<file path="src/rtl/sbus_pkg.sv">
// sbus_pkg: shared SimpleBus encodings, arbiter FSM state type and the
// read-data pattern returned on a bus error.
package sbus_pkg;

  // Transfer size encodings carried on mst_size / slv_size.
  localparam logic [1:0] SZ_B = 2'd0;
  localparam logic [1:0] SZ_H = 2'd1;
  localparam logic [1:0] SZ_W = 2'd2;

  // Arbiter FSM: IDLE arbitrates, REQ issues the slave pulse, WAIT holds the bus.
  typedef enum logic [1:0] {
    ST_IDLE = 2'd0,
    ST_REQ  = 2'd1,
    ST_WAIT = 2'd2
  } arb_state_e;

  // Read data returned to the owner when the slave never answers.
  localparam logic [31:0] SBUS_ERR_DATA = 32'hDEAD_BEEF;

endpackage

</file>
<file path="src/rtl/sbus_rr_pick.sv">
// sbus_rr_pick: combinational N-way picker. mode=0 scans round-robin starting
// after last_grant (with wrap); mode=1 is fixed priority, index 0 highest.
// Outputs are only meaningful when at least one req bit is set.
module sbus_rr_pick #(
  parameter int N  = 2,
  parameter int IW = (N > 1) ? $clog2(N) : 1
) (
  input  logic [N-1:0]  req,
  input  logic [IW-1:0] last_grant,
  input  logic          mode,
  output logic [N-1:0]  gnt_oh,
  output logic [IW-1:0] gnt_idx
);

  logic [IW-1:0] cand;
  logic          found;

  // Choose the winning requester and produce its index and one-hot grant.
  always_comb begin
    // NOTE: every output and temporary gets a default first so no path leaves it unassigned (no latch).
    gnt_oh  = '0;
    gnt_idx = '0;
    cand    = '0;
    found   = 1'b0;
    if (mode) begin
      // Walk downwards so the lowest set index is the one left standing.
      for (int i = N - 1; i >= 0; i--) begin
        if (req[i]) gnt_idx = IW'(i);
      end
    end else begin
      for (int k = 1; k <= N; k++) begin
        cand = IW'((int'(last_grant) + k) % N);
        if (!found && req[cand]) begin
          found   = 1'b1;
          gnt_idx = cand;
        end
      end
    end
    if (|req) gnt_oh[gnt_idx] = 1'b1;
  end

endmodule

</file>
<file path="src/rtl/sbus_rr_arbiter.sv">
// sbus_rr_arbiter: N-master to 1-slave SimpleBus arbiter with one outstanding
// transaction. A winner's request is registered onto slv_*, pulsed for one
// cycle, and the slave response is routed combinationally back to the owner.
// Optional build macro SBUS_ARB_TIMEOUT_EN adds a WAIT-state response timeout
// that answers the owner with an error pulse and SBUS_ERR_DATA.
module sbus_rr_arbiter
  import sbus_pkg::*;
#(
  parameter int N_MST     = 2,
  parameter int AW        = 32,
  parameter int DW        = 32,
  parameter int PRIO_MODE = 0,
  parameter int TIMEOUT   = 255
) (
  input  logic                       clock,
  input  logic                       reset,
  input  logic [N_MST-1:0]           mst_reqValid,
  input  logic [N_MST*AW-1:0]        mst_addr,
  input  logic [N_MST*2-1:0]         mst_size,
  input  logic [N_MST-1:0]           mst_wen,
  input  logic [N_MST*DW-1:0]        mst_wdata,
  input  logic [N_MST*(DW/8)-1:0]    mst_wmask,
  output logic [N_MST-1:0]           mst_respValid,
  output logic [DW-1:0]              mst_rdata,
  output logic [N_MST-1:0]           mst_err,
  output logic                       slv_reqValid,
  output logic [AW-1:0]              slv_addr,
  output logic [1:0]                 slv_size,
  output logic                       slv_wen,
  output logic [DW-1:0]              slv_wdata,
  output logic [DW/8-1:0]            slv_wmask,
  input  logic                       slv_respValid,
  input  logic [DW-1:0]              slv_rdata,
  output logic [$clog2(N_MST)-1:0]   grant_id
);

  localparam int IW = $clog2(N_MST);
  localparam int MW = DW / 8;

  arb_state_e     state_q, state_d;
  logic [IW-1:0]  last_grant_q, last_grant_d;
  logic [IW-1:0]  grant_id_q, grant_id_d;
  logic           slv_req_valid_q, slv_req_valid_d;
  logic [AW-1:0]  slv_addr_q, slv_addr_d;
  logic [1:0]     slv_size_q, slv_size_d;
  logic           slv_wen_q, slv_wen_d;
  logic [DW-1:0]  slv_wdata_q, slv_wdata_d;
  logic [MW-1:0]  slv_wmask_q, slv_wmask_d;

  logic [N_MST-1:0] pick_oh;
  logic [IW-1:0]    pick_idx;

`ifdef SBUS_ARB_TIMEOUT_EN
  localparam int CW = $clog2(TIMEOUT + 1);
  logic [CW-1:0] wait_cnt_q, wait_cnt_d;
  logic [DW-1:0] err_data;

  // Stretch or cut the 32-bit error pattern to the bus data width.
  always_comb begin
    for (int i = 0; i < DW; i++) err_data[i] = SBUS_ERR_DATA[i % 32];
  end
`endif

  sbus_rr_pick #(
    .N  (N_MST),
    .IW (IW)
  ) u_pick (
    .req        (mst_reqValid),
    .last_grant (last_grant_q),
    .mode       (PRIO_MODE != 0),
    .gnt_oh     (pick_oh),
    .gnt_idx    (pick_idx)
  );

  // Next-state, request capture and combinational response routing.
  always_comb begin
    state_d         = state_q;
    last_grant_d    = last_grant_q;
    grant_id_d      = grant_id_q;
    slv_req_valid_d = 1'b0;
    slv_addr_d      = slv_addr_q;
    slv_size_d      = slv_size_q;
    slv_wen_d       = slv_wen_q;
    slv_wdata_d     = slv_wdata_q;
    slv_wmask_d     = slv_wmask_q;
    mst_respValid   = '0;
    mst_rdata       = '0;
    mst_err         = '0;
`ifdef SBUS_ARB_TIMEOUT_EN
    wait_cnt_d      = wait_cnt_q;
`endif

    unique case (state_q)
      ST_IDLE: begin
        // Late or stray slave responses are simply not looked at here.
        if (|pick_oh) begin
          state_d         = ST_REQ;
          last_grant_d    = pick_idx;
          grant_id_d      = pick_idx;
          slv_req_valid_d = 1'b1;
          slv_addr_d      = mst_addr[pick_idx*AW +: AW];
          slv_size_d      = mst_size[pick_idx*2 +: 2];
          slv_wen_d       = mst_wen[pick_idx];
          slv_wdata_d     = mst_wdata[pick_idx*DW +: DW];
          slv_wmask_d     = mst_wmask[pick_idx*MW +: MW];
        end
      end
      ST_REQ: begin
        state_d = ST_WAIT;
`ifdef SBUS_ARB_TIMEOUT_EN
        wait_cnt_d = '0;
`endif
      end
      ST_WAIT: begin
        if (slv_respValid) begin
          // A real response wins even in the cycle the timeout would fire.
          mst_respValid[grant_id_q] = 1'b1;
          mst_rdata                 = slv_rdata;
          state_d                   = ST_IDLE;
        end
`ifdef SBUS_ARB_TIMEOUT_EN
        else if (wait_cnt_q == CW'(TIMEOUT)) begin
          mst_respValid[grant_id_q] = 1'b1;
          mst_err[grant_id_q]       = 1'b1;
          mst_rdata                 = err_data;
          state_d                   = ST_IDLE;
        end else begin
          wait_cnt_d = wait_cnt_q + 1'b1;
        end
`endif
      end
      default: state_d = ST_IDLE;
    endcase
  end

  // State and request registers; reset is synchronous and abandons any transaction.
  always_ff @(posedge clock) begin
    // NOTE: state is updated with non-blocking assignments so every flop samples pre-edge values.
    if (!reset) begin
      state_q         <= ST_IDLE;
      last_grant_q    <= IW'(N_MST - 1);
      grant_id_q      <= '0;
      slv_req_valid_q <= 1'b0;
      slv_addr_q      <= '0;
      slv_size_q      <= '0;
      slv_wen_q       <= 1'b0;
      slv_wdata_q     <= '0;
      slv_wmask_q     <= '0;
`ifdef SBUS_ARB_TIMEOUT_EN
      wait_cnt_q      <= '0;
`endif
    end else begin
      state_q         <= state_d;
      last_grant_q    <= last_grant_d;
      grant_id_q      <= grant_id_d;
      slv_req_valid_q <= slv_req_valid_d;
      slv_addr_q      <= slv_addr_d;
      slv_size_q      <= slv_size_d;
      slv_wen_q       <= slv_wen_d;
      slv_wdata_q     <= slv_wdata_d;
      slv_wmask_q     <= slv_wmask_d;
`ifdef SBUS_ARB_TIMEOUT_EN
      wait_cnt_q      <= wait_cnt_d;
`endif
    end
  end

  assign slv_reqValid = slv_req_valid_q;
  assign slv_addr     = slv_addr_q;
  assign slv_size     = slv_size_q;
  assign slv_wen      = slv_wen_q;
  assign slv_wdata    = slv_wdata_q;
  assign slv_wmask    = slv_wmask_q;
  assign grant_id     = grant_id_q;

endmodule

</file>
<file path="config.mk">
export PLATFORM = sky130hd
export DESIGN_NAME = sbus_rr_arbiter
export DESIGN_NICKNAME = d
export VERILOG_FILES = /design/src/rtl/sbus_pkg.sv /design/src/rtl/sbus_rr_pick.sv /design/src/rtl/sbus_rr_arbiter.sv
export SDC_FILE = /design/constraint.sdc
export NUM_CORES = 1
export LEC_CHECK = 0
export BUFFER_PORTS_ARGS = -buffer_cell sky130_fd_sc_hd__buf_2
export CAP_MARGIN = 20
export CORE_AREA = 2 2 110 112
export DETAILED_ROUTE_END_ITERATION = 7
export DIE_AREA = 0 0 112 114
export PLACE_DENSITY = 0.7
export SLEW_MARGIN = 20
export SYNTH_ARGS = -nofsm -noshare
export SYNTH_HDL_FRONTEND = slang
export SYNTH_SLANG_ARGS = --single-unit
</file>
<file path="constraint.sdc">
create_clock -name clock -period 1.2 [get_ports clock]
set_clock_uncertainty 0.1 [all_clocks]
set_input_delay 0.24 -clock clock [delete_from_list [all_inputs] [get_ports clock]]
set_output_delay 0.24 -clock clock [all_outputs]
set_load 0.02 [all_outputs]
</file>
==> reports/metrics.cfg <==
[outcome]
status=complete, but fails checks
failed_checks=negative setup slack

[sta]
finalHoldViolCount=0
rsz0062_at_grt=yes
worst_slack_ns=-0.518
slew_headroom=0.555
fin_crit_ns=1.72
fin_crit_sh=1.43
clock.fmax_mhz=582
setup_violations=108
tightest_slew_ns=0.667
drv_slew=0

[setup_path]
cp_max_fo=17
path_class=flip-flop to output pin
endpoint_kind=output pin
critical_path_required_ns=0.86
start_kind=flip-flop
cp_data_arrival_time_ns=1.38

[placed_design]
dp_slack_ns=-0.309
port-buffer-count=285
gp_congestion=0.797
hpwl_um=9250

[layout]
fillCellCount=959
drive_gt1_frac=0.720
regArea_sq_um=1570
multi_input_area_sq_um=2590
fin_nets=949
num_antenna_cells=0
syn_to_final_growth_pct=82.3

[floorplanning]
dieArea_sq_um=12800
rows=40
die_y_um=114
initial_core_util=0.350
num_io_pins=288
die_x_um=112
coreArea_sq_um=11700

[logic_synthesis]
synth_area_per_cell_sq_um=8.82
synth-seq-area-share=0.372
synth_cells=464
synth_cell_type_count=26
yosysWarnings=0
ys_ff_latch=76
synth_top_area_share=0.372
yosysTopAreaCell=dfxtp_1
synth_area_sq_um=4090
synth.area.top_cells=dfxtp_1 37%, a311oi_2 26%, nand2_1 13%

[flow_run]
cap_viol_max_count=0

[global_route]
grt_max_degree=39
grt_pass1_wl_um=23900
grt-ovfl-total=0
first_global_vias=4692
grt_usage=0.231
grt_antenna_before_repair=0

[power]
power.density_nw_per_um2=1300
leakage_nw=3.37
ir_worst_vdd_mv=0.705
power_mw=9.74

[cts]
clk-insertion-delay-late_ns=0.32
cts_buffers=9
cts_tree=built
ctsRootBufferMaster=clkbuf_16
clock-sinks=76
clk_pin_slew_ns=0.06
cts.hold.buffers_added=0
clk_path_buf_depth=2
ctsHtreeMaxLevel=3

[routing]
dr.pass1.iters=4
routed_via_density=5.12
ant_nets=0
drc=0
drtIter0Drc=397
num_vias=4712
wirelength_um=15600
post_drt_wl_per_cell_um=16.9

[hold_path]
hold_path_class=input port to flip-flop

==> flip-flops by register name, indices dropped and copies added, names as in the netlist <==
name,cells
slv_wmask,4
slv_wen,1
last_grant_q,1
slv_addr,32
grant_id,1
slv_size,2
state_q,2
slv_reqValid,1
slv_wdata,32
==> cells in the mapped netlist <==
library cell and number:
nand2_1 142, dfxtp_1 76, a21oi_1 72, a311oi_2 70
and2_1 34, buf_2 27, clkbuf_1 13, buf_6 7
and3_1 3, buf_4 3, nor2_1 2, a21bo_2 1
a21boi_0 1, a21boi_2 1, a311oi_1 1, and3b_1 1
buf_1 1, conb_1 1, inv_2 1, mux2i_1 1
nor2_2 1, nor2b_1 1, nor3_1 1, o21a_1 1
o21ai_0 1, or2_1 1
==> cell families (layout without fill, tap and decap cells) <==
logic type             Yosys count  count (layout)  synth area share
DFF                             76              76             0.372
and+or+nand+nor                186             186             0.197
other                            1               2          0.000916
AOI/OAI and AO/OA              148             148             0.357
muxes                            1               1           0.00245
buffers and inverters           52             361            0.0715
==> routing by layer <==
metal / track usage / up-vias / part of all wire
met3: 0.0521 / 16 / 0.065
met2: 0.433 / 203 / 0.53
met1: 0.274 / 2229 / 0.40
met5: 0 / - / 0
met4: 0.0423 / 0 / 0.0088
li1: - / 2264 / -
==> through the flow <==
| step | setup TNS (ns) | instances | hold WS, ns | util | cell area, sq um |
|---|---|---|---|---|---|
| 3_3_place_gp | -25.09 | 874 | 0.412 | 0.500 | 5850 |
| 5_1_grt | -47.97 | 921 | 0.0747 | 0.637 | 7460 |
| 4_1_cts | -42.27 | 922 | 0.0616 | 0.620 | 7260 |
| 6_report | -42.68 | 921 | 0.0851 | 0.637 | 7460 |
| 3_5_place_dp | -26.21 | 874 | 0.414 | 0.500 | 5850 |
| 2_1_floorplan | -6.70 | 465 | 0.216 | - | 4260 |
==> timing repair <==
item	CTS	global route
gates cloned	12	0
setup endpoints to repair	109	166
pin swaps	57	7
resized for setup	176	104
buffers inserted	21	3
endpoints found under the hold margin	0	0
==> area by class of cell <==
cell class,count,share of cell area
clock buffer,9,0.0302
clock inverter,6,0.0119
inverter,1,0.000670
multi-input combinational,337,0.347
sequential,76,0.211
tap,147,0.0246
timing repair buffer,345,0.375
==> worst max-delay path, cell delays in order, from the launching register on <==
cell       delay (ns)
dfxtp_2          0.31
and3b_2          0.28
clkbuf_16        0.19
and2_4           0.16
buf_6            0.11
==> cell usage in the layout, fill, tap and decap left out, types with 17 or more instances in the layout <==
master,synthesis,layout
a311oi_2,70,71
buf_12,0,17
dfxtp_2,0,39
buf_6,7,52
and2_4,0,33
dfxtp_1,76,36
a21oi_1,72,29
buf_4,3,69
a21oi_2,0,40
nand2_1,142,142
buf_2,27,190
==> power breakdown <==
group	switching [mW]	internal (mW)	leakage (nW)	total, mW
Clock	1.11	1.81	0.148	2.92
Combinational	1.83	1.89	2.58	3.73
Sequential	0.215	2.88	0.644	3.09
==> final timing paths <==
path                                                start                        end  slack [ns]  depth (start not counted)
worst min-delay path                         mst_addr[20]  slv_addr[20]$_SDFFE_PN0P_        0.09                          3
worst max register to register    state_q[0]$_SDFFE_PN0P_   slv_addr[4]$_SDFFE_PN0P_       -0.43                          9
worst min register to register  slv_addr[19]$_SDFFE_PN0P_  slv_addr[19]$_SDFFE_PN0P_        0.41                          2
worst max-delay path              state_q[0]$_SDFFE_PN0P_              mst_rdata[12]       -0.52                          4
Power figures use the tool's default switching activity.
